**src/rtl/vga_pkg.sv**
```systemverilog
// Shared VGA timing types, standard mode constants and the line/frame total helper.
package vga_pkg;

    typedef struct packed {
        logic [11:0] active;
        logic [11:0] fp;
        logic [11:0] sync;
        logic [11:0] bp;
    } vga_timing_t;

    typedef struct packed {
        vga_timing_t h;
        vga_timing_t v;
    } vga_mode_t;

    localparam vga_mode_t VGA_640x480 = '{
        h: '{active: 12'd640, fp: 12'd16, sync: 12'd96,  bp: 12'd48},
        v: '{active: 12'd480, fp: 12'd10, sync: 12'd2,   bp: 12'd33}
    };

    localparam vga_mode_t VGA_800x600 = '{
        h: '{active: 12'd800, fp: 12'd40, sync: 12'd128, bp: 12'd88},
        v: '{active: 12'd600, fp: 12'd1,  sync: 12'd4,   bp: 12'd23}
    };

    function automatic int unsigned total(vga_timing_t t);
        return 32'(t.active) + 32'(t.fp) + 32'(t.sync) + 32'(t.bp);
    endfunction

endpackage

```
**src/rtl/vga_delay_line.sv**
```systemverilog
// Tick-enabled shift register; DEPTH of zero passes the input straight through.
module vga_delay_line #(
    parameter int unsigned WIDTH = 1,
    parameter int unsigned DEPTH = 2
) (
    input  logic             i_clk,
    input  logic             i_rst,
    input  logic             i_en,
    input  logic [WIDTH-1:0] i_d,
    output logic [WIDTH-1:0] o_q
);

    if (DEPTH == 0) begin : g_pass
        logic w_unused;
        assign w_unused = ^{i_clk, i_rst, i_en};
        assign o_q      = i_d;
    end else begin : g_pipe
        logic [WIDTH-1:0] r_pipe [DEPTH];

        always_ff @(posedge i_clk) begin
            if (i_rst) begin
                for (int i = 0; i < DEPTH; i++) r_pipe[i] <= '0;
            end else if (i_en) begin
                r_pipe[0] <= i_d;
                for (int i = 1; i < DEPTH; i++) r_pipe[i] <= r_pipe[i-1];
            end
        end

        assign o_q = r_pipe[DEPTH-1];
    end

endmodule

```
**src/rtl/vga_timing_gen.sv**
```systemverilog
// VGA raster timing generator: pixel tick divider, h/v counters, renderer request
// and a latency-matched sync/blank/colour output stage, all on CLK50MHZ.
module vga_timing_gen
    import vga_pkg::*;
#(
    parameter int unsigned H_ACTIVE = 32'(VGA_640x480.h.active),
    parameter int unsigned H_FP     = 32'(VGA_640x480.h.fp),
    parameter int unsigned H_SYNC   = 32'(VGA_640x480.h.sync),
    parameter int unsigned H_BP     = 32'(VGA_640x480.h.bp),
    parameter int unsigned V_ACTIVE = 32'(VGA_640x480.v.active),
    parameter int unsigned V_FP     = 32'(VGA_640x480.v.fp),
    parameter int unsigned V_SYNC   = 32'(VGA_640x480.v.sync),
    parameter int unsigned V_BP     = 32'(VGA_640x480.v.bp),
    parameter int unsigned CLK_DIV  = 2,
    parameter bit          HS_POL   = 1'b0,
    parameter bit          VS_POL   = 1'b0,
    parameter int unsigned PIX_LAT  = 2,
    parameter int unsigned COLOR_W  = 8,
    localparam vga_timing_t H_CFG   = '{active: 12'(H_ACTIVE), fp: 12'(H_FP),
                                        sync: 12'(H_SYNC), bp: 12'(H_BP)},
    localparam vga_timing_t V_CFG   = '{active: 12'(V_ACTIVE), fp: 12'(V_FP),
                                        sync: 12'(V_SYNC), bp: 12'(V_BP)},
    localparam int unsigned H_TOTAL = total(H_CFG),
    localparam int unsigned V_TOTAL = total(V_CFG),
    localparam int unsigned HW      = $clog2(H_TOTAL),
    localparam int unsigned VW      = $clog2(V_TOTAL)
) (
    input  logic               CLK50MHZ,
    input  logic               reset,
    input  logic               enable,
    input  logic [COLOR_W-1:0] pix_r,
    input  logic [COLOR_W-1:0] pix_g,
    input  logic [COLOR_W-1:0] pix_b,
    output logic [HW-1:0]      pix_x,
    output logic [VW-1:0]      pix_y,
    output logic               pix_req,
    output logic               frame_start,
    output logic [COLOR_W-1:0] VGA_R,
    output logic [COLOR_W-1:0] VGA_G,
    output logic [COLOR_W-1:0] VGA_B,
    output logic               VGA_HS,
    output logic               VGA_VS,
    output logic               VGA_BLANK_N,
    output logic               VGA_CLK
);

    localparam int unsigned DW = $clog2(CLK_DIV);

    logic [DW-1:0]      r_div;
    logic               r_vclk;
    logic               r_run;
    logic [HW-1:0]      r_h;
    logic [VW-1:0]      r_v;
    logic               r_req, r_hs0, r_vs0;
    logic               r_frame;
    logic               r_vga_hs, r_vga_vs, r_vga_bn;
    logic [COLOR_W-1:0] r_vga_r, r_vga_g, r_vga_b;

    logic               w_tick;
    logic [DW-1:0]      w_div_nx;
    logic [HW-1:0]      w_h_nx;
    logic [VW-1:0]      w_v_nx;
    logic               w_req_nx, w_hs_nx, w_vs_nx;
    logic [2:0]         w_dly;
    logic               w_hsd, w_vsd, w_actd;

    assign w_tick   = enable && (r_div == DW'(CLK_DIV - 1));
    assign w_div_nx = w_tick ? '0 : r_div + 1'b1;

    // The first tick after reset presents (0,0) instead of advancing past it.
    always_comb begin
        w_h_nx = r_h;
        w_v_nx = r_v;
        if (r_run) begin
            if (r_h == HW'(H_TOTAL - 1)) begin
                w_h_nx = '0;
                w_v_nx = (r_v == VW'(V_TOTAL - 1)) ? '0 : r_v + 1'b1;
            end else begin
                w_h_nx = r_h + 1'b1;
            end
        end
    end

    assign w_req_nx = (32'(w_h_nx) < H_ACTIVE) && (32'(w_v_nx) < V_ACTIVE);
    assign w_hs_nx  = (32'(w_h_nx) >= H_ACTIVE + H_FP) &&
                      (32'(w_h_nx) <  H_ACTIVE + H_FP + H_SYNC);
    assign w_vs_nx  = (32'(w_v_nx) >= V_ACTIVE + V_FP) &&
                      (32'(w_v_nx) <  V_ACTIVE + V_FP + V_SYNC);

    vga_delay_line #(
        .WIDTH (3),
        .DEPTH (PIX_LAT)
    ) u_dly (
        .i_clk (CLK50MHZ),
        .i_rst (reset),
        .i_en  (w_tick),
        .i_d   ({r_hs0, r_vs0, r_req}),
        .o_q   (w_dly)
    );

    assign {w_hsd, w_vsd, w_actd} = w_dly;

    always_ff @(posedge CLK50MHZ) begin
        if (reset) begin
            r_div    <= '0;
            r_vclk   <= 1'b0;
            r_run    <= 1'b0;
            r_h      <= '0;
            r_v      <= '0;
            r_req    <= 1'b0;
            r_hs0    <= 1'b0;
            r_vs0    <= 1'b0;
            r_frame  <= 1'b0;
            r_vga_hs <= ~HS_POL;
            r_vga_vs <= ~VS_POL;
            r_vga_bn <= 1'b0;
            r_vga_r  <= '0;
            r_vga_g  <= '0;
            r_vga_b  <= '0;
        end else begin
            r_frame <= 1'b0;
            if (enable) begin
                r_div  <= w_div_nx;
                r_vclk <= (w_div_nx >= DW'(CLK_DIV / 2));
            end
            if (w_tick) begin
                r_run    <= 1'b1;
                r_h      <= w_h_nx;
                r_v      <= w_v_nx;
                r_req    <= w_req_nx;
                r_hs0    <= w_hs_nx;
                r_vs0    <= w_vs_nx;
                r_frame  <= (w_h_nx == '0) && (w_v_nx == '0);
                r_vga_hs <= w_hsd ? HS_POL : ~HS_POL;
                r_vga_vs <= w_vsd ? VS_POL : ~VS_POL;
                r_vga_bn <= w_actd;
                r_vga_r  <= w_actd ? pix_r : '0;
                r_vga_g  <= w_actd ? pix_g : '0;
                r_vga_b  <= w_actd ? pix_b : '0;
            end
        end
    end

    assign pix_x       = r_h;
    assign pix_y       = r_v;
    assign pix_req     = r_req;
    assign frame_start = r_frame;
    assign VGA_HS      = r_vga_hs;
    assign VGA_VS      = r_vga_vs;
    assign VGA_BLANK_N = r_vga_bn;
    assign VGA_R       = r_vga_r;
    assign VGA_G       = r_vga_g;
    assign VGA_B       = r_vga_b;
    assign VGA_CLK     = r_vclk;

endmodule

```
**config.mk**
```make
export PLATFORM = sky130hd
export DESIGN_NAME = vga_timing_gen
export DESIGN_NICKNAME = d
export VERILOG_FILES = /design/src/rtl/vga_pkg.sv /design/src/rtl/vga_delay_line.sv /design/src/rtl/vga_timing_gen.sv
export SDC_FILE = /design/constraint.sdc
export NUM_CORES = 1
export LEC_CHECK = 0
export ABC_AREA = 1
export BUFFER_PORTS_ARGS = -buffer_cell sky130_fd_sc_hd__clkbuf_2
export CAP_MARGIN = 10
export CELL_PAD_IN_SITES_DETAIL_PLACEMENT = 0
export CELL_PAD_IN_SITES_GLOBAL_PLACEMENT = 1
export CORE_MARGIN = 8
export CORE_UTILIZATION = 40
export DETAILED_ROUTE_END_ITERATION = 10
export PLACE_DENSITY = 0.83
export SLEW_MARGIN = 10
export SYNTH_ARGS = -nofsm -noshare
export SYNTH_HDL_FRONTEND = slang
export SYNTH_SLANG_ARGS = --single-unit
```
**constraint.sdc**
```tcl
create_clock -name CLK50MHZ -period 5.1 [get_ports CLK50MHZ]
set_input_delay 1.02 -clock CLK50MHZ [delete_from_list [all_inputs] [get_ports CLK50MHZ]]
set_output_delay 1.02 -clock CLK50MHZ [all_outputs]
set_load 0.1 [all_outputs]
```
**Yosys cells after proc, flatten, opt, wreduce, memory -nomap -nowiden**

Memory sizes are Yosys's and may differ from the RTL's.
Cells that the tools add are included.

- Bits in registers: 54
- Bits in writable memories: 6
- Memories: 1
- Output and inout port bits: 50
- Logic and storage cells: 57
- Input port bits: 27

Memories:

| memory | depth | bits a word | rd ports | clocked after memory_dff | wr ports | line | source |
|---|---|---|---|---|---|---|---|
| u_dly.g_pipe.r_pipe | 2 | 3 | 2 | 0 | 2 | vga_delay_line.sv:18 | `logic [WIDTH-1:0] r_pipe [DEPTH];` |

- Bitwise gates (word level): 3
- Reductions and logical operators: 8
- Add/subtract/negate cells: 3
- Multiplexer cells: 18
- $lt $le $gt $ge: 7
- Equality and inequality tests: 2

Operators by type and width:

| operator | count |
|---|---|
| two-way mux 10 bit | 5 |
| two-way mux 8 bit | 3 |
| adder 10 x 1 -> 10 bit, second input constant | 2 |
| equality test 10 bit, second input constant | 2 |
| logical NOT 10 bit | 2 |
| less-than comparator 10 bit, second input constant | 2 |
| less-than comparator 10 x 9 -> 1 bit, second input constant | 2 |
| >= comparator 10 bit, second input constant | 1 |
| >= comparator 10 x 9 -> 1 bit, second input constant | 1 |
| two-way mux 1 bit | 8 |
| two-way mux 3 bit | 2 |
| logical AND 1 bit | 5 |
| OR 1 bit | 2 |
| OR reduction 2 bit | 1 |
| adder 1 bit, second input constant | 1 |
| >= comparator 1 bit, second input constant | 1 |
| inverter 1 bit | 1 |

**Depth between registers and ports, before layout**

- Depth after elaboration: 6
- Gate-level depth with buffers: 14
- Mapped depth without buffers: 14

**Cells and area by module**

Synthesis repeated with hierarchy kept, for this count alone.

- Cells, all modules: 340
- Area total of the unflattened synthesis: 2748.9 um2

Modules (own cells, without submodules):

| module | cells each | area each (um2) | seq. area each (um2) | times used |
|---|---|---|---|---|
| vga_timing_gen | 316 | 2484.9 | 1061.0 | 1 |
| vga_delay_line | 24 | 264.0 | 180.2 | 1 |

**Worst setup path after synthesis**

No wires, ideal clock.

- Path kind: reg-to-reg
- From: reg r_h[0] (netlist: pix_x[0])
- To: reg r_req (netlist: pix_req)
- Setup time: 0.115 ns
- Path slack: 2.654 ns
- Buffers on the path: 0
- Stages on the path, launching flop included: 13
- Clock period less this slack: 2.446 ns
- Required time: 4.985 ns
- Arrival time: 2.330 ns
- Cell sequence: dfxtp_1 > ha_1 > nand2_2 > nor2_8 > nand3_2 > nor2_4 > nand2_1 > nand2_1 > nand2_2 > nor2_2 > nand3_1 > nand3_1 > nand2_1

- Cells in the longest elaborated chain, start to end: 5
- Elaborated cells on any way between the ends: 9
- Classes of those cells: add/sub (1); order compare (2); eq/ne (1); mux (4); reduce/logical (1)

RTL lines:

| item | line | source |
|---|---|---|
| start, declared | vga_timing_gen.sv:52 | `logic [HW-1:0] r_h;` |
| start signal, assigned | vga_timing_gen.sv:128 | `r_h <= w_h_nx;` |
| adder 10 x 1 -> 10 bit / equality test 10 bit (equally long branches) | vga_timing_gen.sv:79, vga_timing_gen.sv:75 |  |
| two-way mux 10 bit | vga_timing_gen.sv:75 | `if (r_h == HW'(H_TOTAL - 1)) begin` |
| two-way mux 10 bit | vga_timing_gen.sv:74 | `if (r_run) begin` |
| less-than comparator 10 bit / less-than comparator 10 x 9 -> 1 bit (equally long branches) | vga_timing_gen.sv:84 | `assign w_req_nx = (32'(w_h_nx) < H_ACTIVE) && (32'(w_v_nx) < V_ACTIVE);` |
| logical AND 1 bit * | vga_timing_gen.sv:84 |  |
| end signal, assigned | vga_timing_gen.sv:130 | `r_req <= w_req_nx;` |
| end, declared | vga_timing_gen.sv:54 | `logic r_req, r_hs0, r_vs0;` |

Mark *: on every way between the ends. The rest lies on a longest branch, timed or not.
A chain may end at the register's enable or synchronous reset.

**Worst setup path in the final report**

- From: reg r_v[1] (netlist: pix_y[1])
- To: out pix_y[1]

RTL lines:

| item | line | source |
|---|---|---|
| start, declared | vga_timing_gen.sv:53 | `logic [VW-1:0] r_v;` |
| start signal, assigned | vga_timing_gen.sv:129 | `r_v <= w_v_nx;` |
| end, declared | vga_timing_gen.sv:35 | `output logic [VW-1:0] pix_y,` |

No word-level cell between the ends.

==> impl_metrics.toml <==
[synth]
seq_area_frac_synth = 0.462
syn_area_mm2 = 0.00268
synth.most_common_cell = "nand2_1"
ys_warn_count = 0
synth-seq-cells = 59
yosysUniqueCellTypes = 32
synth_edf_count = 6
synthTopCellsByArea = "dfxtp_1, a32o_1, nand2_1"
syn_area_per_cell_um2 = 8.08
syn_inst = 332
synth.largest_area_cell = "dfxtp_1"
synth_fp_nets = 362
synth_commonest_cells = "nand2_1, dfxtp_1, inv_1, nor2_1, a32o_1"
synth_top_area_frac = 0.395
synthArstFlopShare = 0
synth_ff_type = "dfxtp_1"

[grt]
globalRouteOverflowTotal = 0
grt_pass1_vias = 2497
grt_max_degree = 33
antenna_found_initial = 0
track_usage = 0.152
grt_pass1_wl_um = 12000

[finish]
syn_to_final_growth_pct = 24.5
ff_latch_area_mm2 = 0.00124
multi_input_area_mm2 = 0.00123
antenna_cells = 0
drive_gt1_frac = 0.280
nFillCells = 649
final_cells = 491
nNetsFinal = 436

[detailed_routing]
firstDrtPassIters = 4
wl_per_cell_um = 14.4
via_per_inst = 5.19
drc = 0
drt-total-wl_um = 7090
num_vias = 2549
drt_iter0_drc = 101
antenna_left = 0

[cts]
cts_tree = "done"
clk_latency_ns = 0.33
clk_pin_slew_ns = 0.07
cts_hold_buf = 0
cts-resized-gates = 0
cts_root_buf = "clkbuf_8"
htree_num_levels = 3
cts.sinks = 59
cts_buffer_depth = 2
cts_buffers = 9
cts_setup_buffers = 0

[floorplanning]
die_h_um = 97.9
initial_core_util = 0.404
io_pins = 77
fp.coreArea_mm2 = 0.00664
row_count = 30
die_w_um = 97.9
die_area_mm2 = 0.00959

[power_and_ir_drop]
swShare = 0.254
intPower_mw = 0.768
p_leak_nw = 1.52
combinationalPowerShare = 0.080
vdd_drop_max_mv = 0.175
p_sw_mw = 0.262
power.share.clock = 0.447
powerDensity_mw_per_mm2 = 308
seqPwrFrac = 0.473

[sta]
finalSetupViolCount = 0
whs_ns = 0.454
finClkSkew_ns = 0.0102
layout_min_cycle_time_ns = 2.32
rsz0062_at_grt = "no"
hold_viol_final = 0
tightest_slew_ns = 0.912
tns_ns = 0
fmax_ghz = 0.431
maxSlewHeadroom = 0.392
fin_crit_sh = 0.455
drv_slew = 0

[critical_path]
r2r-start = "r_run"
worstSetupEndpointType = "output pin"
r2r-end = "frame_start"
path_class = "register to output pin"
r2r.worst_path.cells = 9
cp_max_fo = 7
cp.arrival_ns = 1.30
cp_cell_sequence = "clkbuf_2"
crit_path_top_delay_cell = "clkbuf_2"
r2r_setup_slack_ns = 2.97
critPathTopFamily = "buffers and inverters"
cp.required_ns = 4.08
cp-start-kind = "register"
critical-path-max-stage-delay_ns = 0.51
path_buf_inv = 1

[worst_hold_path]
hp-start = "u_dly.g_pipe.r_pipe[0][5]"
hp-class = "register to register"
whs_path_depth = 1
hold_path_end = "VGA_HS"

[place]
dp.cells = 475
post-dp-hpwl_um = 5210
portBuffers = 76
routabilityCongestion = 0.815

[status]
run_status = "completed"

[flow_run]
drv_cap = 0
==> placed cells by master, fill, tap and decap left out, drive strengths merged <==
cell    instances
or2             1
xor2            2
o21ai          12
a22o            2
nor3            4
nand3          24
bufinv          2
ha              3
nand2          66
a21oi           6
a21boi          1
nand4          10
nor2           44
a32o           24
clkinv          6
dfxtp          53
a31oi           2
edfxtp          6
inv            40
buf             2
clkbuf         85
o22ai          16
==> flip-flops by register name, summed over array words and instances, names as in the netlist <==
name / flops
VGA_G: 8
r_hs0: 1
VGA_R: 8
r_run: 1
r_vs0: 1
r_div: 1
VGA_HS: 1
frame_start: 1
VGA_VS: 1
VGA_B: 8
pix_y: 10
pix_req: 1
u_dly.g_pipe.r_pipe: 6
pix_x: 10
VGA_BLANK_N: 1
==> layout make-up <==
class,count,share of cell area
clock buffer,9,0.0371
clock inverter,7,0.0277
inverter,41,0.0464
multi-input combinational,217,0.369
sequential,59,0.371
tap,80,0.0300
timing repair buffer,78,0.118
==> power by group through the flow <==
| stage | Combinational (mW) | Clock (mW) | Sequential [mW] |
|---|---|---|---|
| finish | 0.0822 | 0.461 | 0.487 |
| global route | 0.0873 | 0.498 | 0.488 |
| CTS | 0.0832 | 0.473 | 0.487 |
| detailed placement | 0.0830 | 0 | 0.497 |
| global placement | 0.0827 | 0 | 0.497 |
| floorplan | 0.0263 | 0 | 0.531 |
==> kinds of logic after synthesis <==
family,share of synthesized area
simple gates,0.262
compound gates,0.176
flops,0.462
buf+inv,0.0797
fa+ha+maj,0.0140
xor+xnor,0.00653
==> worst max path at each step <==
stage | slack (ns) | from | depth (start not counted) | end
finish | 2.78 | pix_y[1] | 1 | pix_y[1]
global route | 2.67 | enable | 7 | pix_y[8]
CTS | 2.77 | pix_y[1] | 1 | pix_y[1]
detailed placement | 2.46 | enable | 6 | u_dly.g_pipe.r_pipe[0][0]
global placement | 2.50 | enable | 6 | u_dly.g_pipe.r_pipe[0][3]
floorplan | 2.65 | pix_x[0] | 12 | pix_req
==> metal layers <==
layer / share of wire / routed length (µm) / track usage
met4: 0.013 / 93 / 0.0683
met2: 0.45 / 3190 / 0.230
met3: 0.083 / 587 / 0.0597
met5: 0 / 0 / 0
met1: 0.45 / 3210 / 0.185
==> through the flow <==
stage,worst slack (ns),util,power (mW),cell area (µm²)
after global placement,2.50,0.470,0.580,3130
after detailed placement,2.46,0.470,0.580,3130
final,2.78,0.503,1.03,3340
after floorplan,2.65,-,0.557,2680
after CTS,2.77,0.503,1.04,3340
after global routing,2.67,0.503,1.07,3340
Note: power is estimated with default switching activity, not from simulation.
